==> config.mk <==
export PLATFORM = sky130hd
export DESIGN_NAME = mips_multicycle_ctrl
export DESIGN_NICKNAME = d
export VERILOG_FILES = /design/src/rtl/mips_ctrl_pkg.sv /design/src/rtl/mips_ctrl_outdec.sv /design/src/rtl/mips_multicycle_ctrl.sv
export SDC_FILE = /design/constraint.sdc
export NUM_CORES = 1
export LEC_CHECK = 0
export ABC_AREA = 1
export BUFFER_PORTS_ARGS = -buffer_cell sky130_fd_sc_hd__buf_2
export CAP_MARGIN = 20
export CORE_UTILIZATION = 54
export DETAILED_ROUTE_END_ITERATION = 10
export PLACE_DENSITY = 0.85
export RECOVER_POWER = 100
export REMOVE_ABC_BUFFERS = 1
export SLEW_MARGIN = 5
export SYNTH_ARGS = -nofsm -noshare
export SYNTH_HDL_FRONTEND = slang
export SYNTH_SLANG_ARGS = --single-unit
==> constraint.sdc <==
create_clock -name clk -period 2.1 [get_ports clk]
set_input_delay 0.21 -clock clk [delete_from_list [all_inputs] [get_ports clk]]
set_output_delay 0.21 -clock clk [all_outputs]
set_load 0.005 [all_outputs]
==> src/rtl/mips_ctrl_pkg.sv <==
// Shared encodings for the multi-cycle MIPS control unit: FSM states, opcodes,
// ALUOp/mux select codes and the control word driven to the datapath.
package mips_ctrl_pkg;

  typedef enum logic [3:0] {
    S_INIT      = 4'd0,
    S_FETCH     = 4'd1,
    S_DECODE    = 4'd2,
    S_MEM_ADDR  = 4'd3,
    S_MEM_READ  = 4'd4,
    S_MEM_WB    = 4'd5,
    S_MEM_WRITE = 4'd6,
    S_R_EXEC    = 4'd7,
    S_R_WB      = 4'd8,
    S_I_EXEC    = 4'd9,
    S_I_WB      = 4'd10,
    S_BRANCH    = 4'd11,
    S_JUMP      = 4'd12
  } state_t;

  localparam logic [5:0] OP_RTYPE = 6'b000000;
  localparam logic [5:0] OP_LW    = 6'b100011;
  localparam logic [5:0] OP_SW    = 6'b101011;
  localparam logic [5:0] OP_BEQ   = 6'b000100;
  localparam logic [5:0] OP_BNE   = 6'b000101;
  localparam logic [5:0] OP_J     = 6'b000010;
  localparam logic [5:0] OP_ADDI  = 6'b001000;
  localparam logic [5:0] OP_XORI  = 6'b001110;

  localparam logic [1:0] ALUOP_RTYPE = 2'b00;
  localparam logic [1:0] ALUOP_ITYPE = 2'b01;
  localparam logic [1:0] ALUOP_ADD   = 2'b10;
  localparam logic [1:0] ALUOP_SUB   = 2'b11;

  localparam logic [1:0] PCSRC_ALU    = 2'b00;
  localparam logic [1:0] PCSRC_ALUOUT = 2'b01;
  localparam logic [1:0] PCSRC_JUMP   = 2'b10;

  localparam logic [1:0] ALUB_REG    = 2'b00;
  localparam logic [1:0] ALUB_FOUR   = 2'b01;
  localparam logic [1:0] ALUB_IMM    = 2'b10;
  localparam logic [1:0] ALUB_IMM_SH = 2'b11;

  typedef struct packed {
    logic       pc_en;
    logic [1:0] pc_source;
    logic       iord;
    logic       mem_read;
    logic       mem_write;
    logic       ir_write;
    logic       reg_dst;
    logic       mem_to_reg;
    logic       reg_write;
    logic       alu_src_a;
    logic [1:0] alu_src_b;
    logic [1:0] alu_op;
    logic       ext_zero;
    logic       instr_done;
    logic       illegal_op;
  } ctrl_t;

  // State that follows DECODE for a given opcode; S_FETCH marks an unsupported opcode.
  function automatic state_t decode_target(input logic [5:0] op);
    state_t nxt;
    if (op == OP_LW || op == OP_SW)          nxt = S_MEM_ADDR;
    else if (op == OP_RTYPE)                 nxt = S_R_EXEC;
    else if (op >= OP_ADDI && op <= OP_XORI) nxt = S_I_EXEC;
    else if (op == OP_BEQ || op == OP_BNE)   nxt = S_BRANCH;
    else if (op == OP_J)                     nxt = S_JUMP;
    else                                     nxt = S_FETCH;
    return nxt;
  endfunction

endpackage

==> src/rtl/mips_ctrl_outdec.sv <==
// Combinational control-word decode from the current state, latched opcode,
// live opcode (for DECODE legality), ALU zero flag and memory completion.
module mips_ctrl_outdec
  import mips_ctrl_pkg::*;
(
  input  state_t      state,
  input  logic [5:0]  opcode,
  input  logic [5:0]  op_q,
  input  logic        zero,
  input  logic        mem_rdy,
  output ctrl_t       ctrl
);

  always_comb begin
    ctrl = '0;
    case (state)
      S_FETCH: begin
        ctrl.mem_read  = 1'b1;
        ctrl.alu_src_b = ALUB_FOUR;
        ctrl.alu_op    = ALUOP_ADD;
        ctrl.ir_write  = mem_rdy;
        ctrl.pc_en     = mem_rdy;
      end
      S_DECODE: begin
        ctrl.alu_src_b  = ALUB_IMM_SH;
        ctrl.alu_op     = ALUOP_ADD;
        ctrl.illegal_op = (decode_target(opcode) == S_FETCH);
      end
      S_MEM_ADDR: begin
        ctrl.alu_src_a = 1'b1;
        ctrl.alu_src_b = ALUB_IMM;
        ctrl.alu_op    = ALUOP_ADD;
      end
      S_MEM_READ: begin
        ctrl.mem_read = 1'b1;
        ctrl.iord     = 1'b1;
      end
      S_MEM_WB: begin
        ctrl.reg_write  = 1'b1;
        ctrl.mem_to_reg = 1'b1;
        ctrl.instr_done = 1'b1;
      end
      S_MEM_WRITE: begin
        ctrl.mem_write  = 1'b1;
        ctrl.iord       = 1'b1;
        ctrl.instr_done = mem_rdy;
      end
      S_R_EXEC: begin
        ctrl.alu_src_a = 1'b1;
        ctrl.alu_op    = ALUOP_RTYPE;
      end
      S_R_WB: begin
        ctrl.reg_write  = 1'b1;
        ctrl.reg_dst    = 1'b1;
        ctrl.instr_done = 1'b1;
      end
      S_I_EXEC: begin
        ctrl.alu_src_a = 1'b1;
        ctrl.alu_src_b = ALUB_IMM;
        ctrl.alu_op    = ALUOP_ITYPE;
        // andi/ori/xori share the 0011xx prefix and take a zero-extended immediate
        ctrl.ext_zero  = (op_q[5:2] == 4'b0011);
      end
      S_I_WB: begin
        ctrl.reg_write  = 1'b1;
        ctrl.instr_done = 1'b1;
      end
      S_BRANCH: begin
        ctrl.alu_src_a  = 1'b1;
        ctrl.alu_op     = ALUOP_SUB;
        ctrl.pc_source  = PCSRC_ALUOUT;
        ctrl.pc_en      = zero ^ op_q[0];
        ctrl.instr_done = 1'b1;
      end
      S_JUMP: begin
        ctrl.pc_source  = PCSRC_JUMP;
        ctrl.pc_en      = 1'b1;
        ctrl.instr_done = 1'b1;
      end
      default: ctrl = '0;
    endcase
  end

endmodule

==> src/rtl/mips_multicycle_ctrl.sv <==
// Multi-cycle MIPS main control FSM: state register, opcode latch, retired
// instruction counter; control outputs decoded from the registered state.
module mips_multicycle_ctrl
  import mips_ctrl_pkg::*;
#(
  parameter int unsigned CNT_W       = 32,
  parameter bit          MEM_WAIT_EN = 1'b1
) (
  input  logic             clk,
  input  logic             reset,
  input  logic [5:0]       opcode,
  input  logic             zero,
  input  logic             mem_ready,
  output logic             pc_en,
  output logic [1:0]       pc_source,
  output logic             iord,
  output logic             mem_read,
  output logic             mem_write,
  output logic             ir_write,
  output logic             reg_dst,
  output logic             mem_to_reg,
  output logic             reg_write,
  output logic             alu_src_a,
  output logic [1:0]       alu_src_b,
  output logic [1:0]       alu_op,
  output logic             ext_zero,
  output logic             instr_done,
  output logic             illegal_op,
  output logic [CNT_W-1:0] retired_count,
  output logic [3:0]       state_dbg
);

  state_t     state;
  logic [5:0] op_q;
  logic       mem_rdy;
  ctrl_t      ctrl;

  // Memory handshake: mem_read/mem_write stay asserted in a memory state and the
  // access completes on the cycle mem_ready is sampled high at the clock edge.
  assign mem_rdy = MEM_WAIT_EN ? mem_ready : 1'b1;

  mips_ctrl_outdec u_outdec (
    .state   (state),
    .opcode  (opcode),
    .op_q    (op_q),
    .zero    (zero),
    .mem_rdy (mem_rdy),
    .ctrl    (ctrl)
  );

  always_ff @(posedge clk or posedge reset) begin
    if (reset) begin
      state         <= S_INIT;
      op_q          <= '0;
      retired_count <= '0;
    end else begin
      if (ctrl.instr_done) retired_count <= retired_count + CNT_W'(1);
      case (state)
        S_INIT:      state <= S_FETCH;
        S_FETCH:     if (mem_rdy) state <= S_DECODE;
        S_DECODE: begin
          op_q  <= opcode;
          state <= decode_target(opcode);
        end
        S_MEM_ADDR:  state <= (op_q == OP_LW) ? S_MEM_READ : S_MEM_WRITE;
        S_MEM_READ:  if (mem_rdy) state <= S_MEM_WB;
        S_MEM_WRITE: if (mem_rdy) state <= S_FETCH;
        S_R_EXEC:    state <= S_R_WB;
        S_I_EXEC:    state <= S_I_WB;
        S_MEM_WB, S_R_WB, S_I_WB, S_BRANCH, S_JUMP: state <= S_FETCH;
        default:     state <= S_FETCH;
      endcase
    end
  end

  assign pc_en      = ctrl.pc_en;
  assign pc_source  = ctrl.pc_source;
  assign iord       = ctrl.iord;
  assign mem_read   = ctrl.mem_read;
  assign mem_write  = ctrl.mem_write;
  assign ir_write   = ctrl.ir_write;
  assign reg_dst    = ctrl.reg_dst;
  assign mem_to_reg = ctrl.mem_to_reg;
  assign reg_write  = ctrl.reg_write;
  assign alu_src_a  = ctrl.alu_src_a;
  assign alu_src_b  = ctrl.alu_src_b;
  assign alu_op     = ctrl.alu_op;
  assign ext_zero   = ctrl.ext_zero;
  assign instr_done = ctrl.instr_done;
  assign illegal_op = ctrl.illegal_op;
  assign state_dbg  = state;

endmodule

==> results.yml <==
cells_and_area:
  final_common_cell: "nand2_1"
  fill_cells: 468
  antennaDiodeCount: 0
  finalNonFillerCells: 583
  ff_latch_area_um2: 1050
  layout.nets: 526
  layout_common_cells: "202 x nand2_1, 72 x nor2_1, 42 x dfrtp_1"
  multiInputGateArea_um2: 1540
  fin_util: 0.670
  area_growth_pct: 16.3
  drive_above_1_share: 0.109
pwr:
  leakagePower_uw: 0.00166
  seqPwrFrac: 0.380
  comb_power_share: 0.395
  clockPowerShare: 0.225
  power.density_nw_per_um2: 876
  p_sw_frac: 0.405
  ir_drop_mv: 0.716
  p_int_uw: 1710
  p_total_uw: 2860
  switchingPower_uw: 1160
global_routing:
  antenna_found_initial: 0
  grt_max_degree: 43
  grt_use_total: 0.289
  grt_pass1_wl_um: 12300
  grt_use_met1: 0.359
  met2_usage: 0.495
  grt_pass1_vias: 2851
  use_met3: 0.0596
  grt.busiest_layer: "met2"
  grt_overflow: 0
floorplanning:
  coreArea_um2: 4880
  boundaryPins: 64
  die_w_um: 74.2
  rows: 25
  initial_core_util: 0.576
  die_area_um2: 5500
  die_h_um: 74.2
sta:
  fmax_ghz: 0.529
  relSlewSlack: 0.311
  hold_viol: 0
  fin_skew_ns: 0.00968
  final_max_slew_viol_count: 0
  setup_viol: 0
  fin_crit_ns: 1.89
  period_share: 0.899
  hold-worst-slack_ns: 0.140
  worst_pin_slew_ns: 1.03
  rsz0062_at_grt: "false"
  fin_tns_setup_ns: 0
detailed_routing:
  drt_iter0_drc: 244
  drtAntennaViolNets: 0
  drc_errors: 0
  wl_per_cell_um: 12.0
  viasPerCell: 5.17
  num_vias: 3015
  finalWirelength_um: 7010
  first_pass_iters: 5
logic_synthesis:
  synth_area_leader_cell: "dfrtp_1"
  yosysSeqAreaShare: 0.374
  synth_area_leaders: "dfrtp_1 37%, nand2_1 27%, nor2_1 9.5%"
  ys_warn_count: 0
  syn_avg_cell_area_um2: 6.28
  synth_top_cell_area_share: 0.374
  synth_cells: 448
  synthDistinctLibCells: 26
  ys_ff_latch: 42
  synth_area_um2: 2810
clocking:
  cts-root-buf: "clkbuf_8"
  clk_pin_slew_ns: 0.09
  numCtsBuffers: 5
  cts.sinks: 42
  cts_max_level: 2
  clk_path_buf_depth: 2
  ctsResizeCount: 0
  cts_tree: "built"
  cts.hold.buffers_added: 0
  postCtsSetupBuffers: 0
  clock_latency_ns: 0.31
outcome:
  status: "complete, no violations"
placed_design:
  place_inst: 575
  place.gp.congestion: 0.922
  portBuffers: 63
  hpwl_um: 5370
worst_setup_path:
  worstPathRequired_ns: 1.89
  crit_type: "flip-flop to output port"
  worstPathArrival_ns: 1.68
  critPathLaunchType: "flip-flop"
  path_max_fanout: 39
  end_kind: "output port"
flow_run:
  drv_cap: 0
worst_hold_path:
  hold_path.class: "input pin to flip-flop"
## through the flow
step	instance area, um^2	setup WS [ns]
after CTS	3320	0.236
after global placement	3210	0.511
after detailed placement	3210	0.473
after global routing	3270	0.0421
after floorplan	2750	0.455
final	3270	0.211
## path summary, 6_finish.rpt
kind                               from                end  slack (ns)  depth (start not counted)
max in group asynchronous         reset  retired_count[22]        1.25                          3
min in group asynchronous         reset   retired_count[1]        0.21                          3
hold reg to reg                 op_q[1]            op_q[1]        0.50                          2
setup reg to reg           state_dbg[3]   retired_count[9]        0.30                          9
hold / removal                opcode[5]            op_q[5]        0.14                          3
setup / recovery           state_dbg[3]         instr_done        0.21                          7
## cell families (layout without fill, tap and decap cells)
group	count (synthesis)	after routing	synth area share
AOI/OAI and AO/OA	22	22	0.0414
xor gates and xnor gates	9	9	0.0280
adders and majority gates	1	1	0.00445
buffers and inverters	49	117	0.0770
DFF	42	42	0.374
and+or+nand+nor	325	325	0.475
## worst max-delay path: stages (launching register included)
cell and delay [ns]:
dfrtp_1 0.47, inv_1 0.06, nand2_1 0.12, nor2_1 0.08, nor2_1 0.17, nand3_2 0.12, buf_12 0.19, buf_2 0.14
## cell type report
class                      instances  area share
sequential                        42       0.321
inverter                          42      0.0482
clock buffer                       5      0.0210
tap                               67      0.0256
clock inverter                     3      0.0122
multi-input combinational        357       0.470
timing repair buffer              67       0.101
## cell usage after synthesis
library cell and instances:
a21boi_0 1, a21oi_1 2, buf_2 2, buf_6 4
clkbuf_1 1, dfrtp_1 42, ha_1 1, inv_1 40
inv_2 2, nand2_1 202, nand2_2 1, nand3_1 25
nand3_2 1, nand3b_1 8, nand4_1 9, nor2_1 71
nor2_2 5, nor2_4 1, nor3_1 1, nor4_1 1
o211ai_1 1, o21ai_0 15, o21ai_1 2, o22ai_1 1
xnor2_1 2, xor2_1 7
## power groups by stage
| stage | logic [uW] | clock network, uW | registers [uW] |
|---|---|---|---|
| after floorplan | 681 | 0 | 1080 |
| after global placement | 1150 | 0 | 1090 |
| after detailed placement | 1170 | 0 | 1100 |
| after CTS | 1170 | 645 | 1090 |
| after global routing | 1290 | 686 | 1110 |
| final | 1130 | 644 | 1090 |
## sequential cells by signal, indices dropped and copies added, names as in the netlist
| register | count |
|---|---|
| retired_count | 32 |
| op_q | 6 |
| state_dbg | 4 |
## routing by layer
| metal | routed length [um] | up-vias | share of wire |
|---|---|---|---|
| li1 | - | 1531 | - |
| met1 | 3030 | 1352 | 0.43 |
| met2 | 3370 | 113 | 0.48 |
| met3 | 448 | 19 | 0.064 |
| met4 | 159 | 0 | 0.023 |
| met5 | 0 | - | 0 |
(Power assumes the default switching activity.)
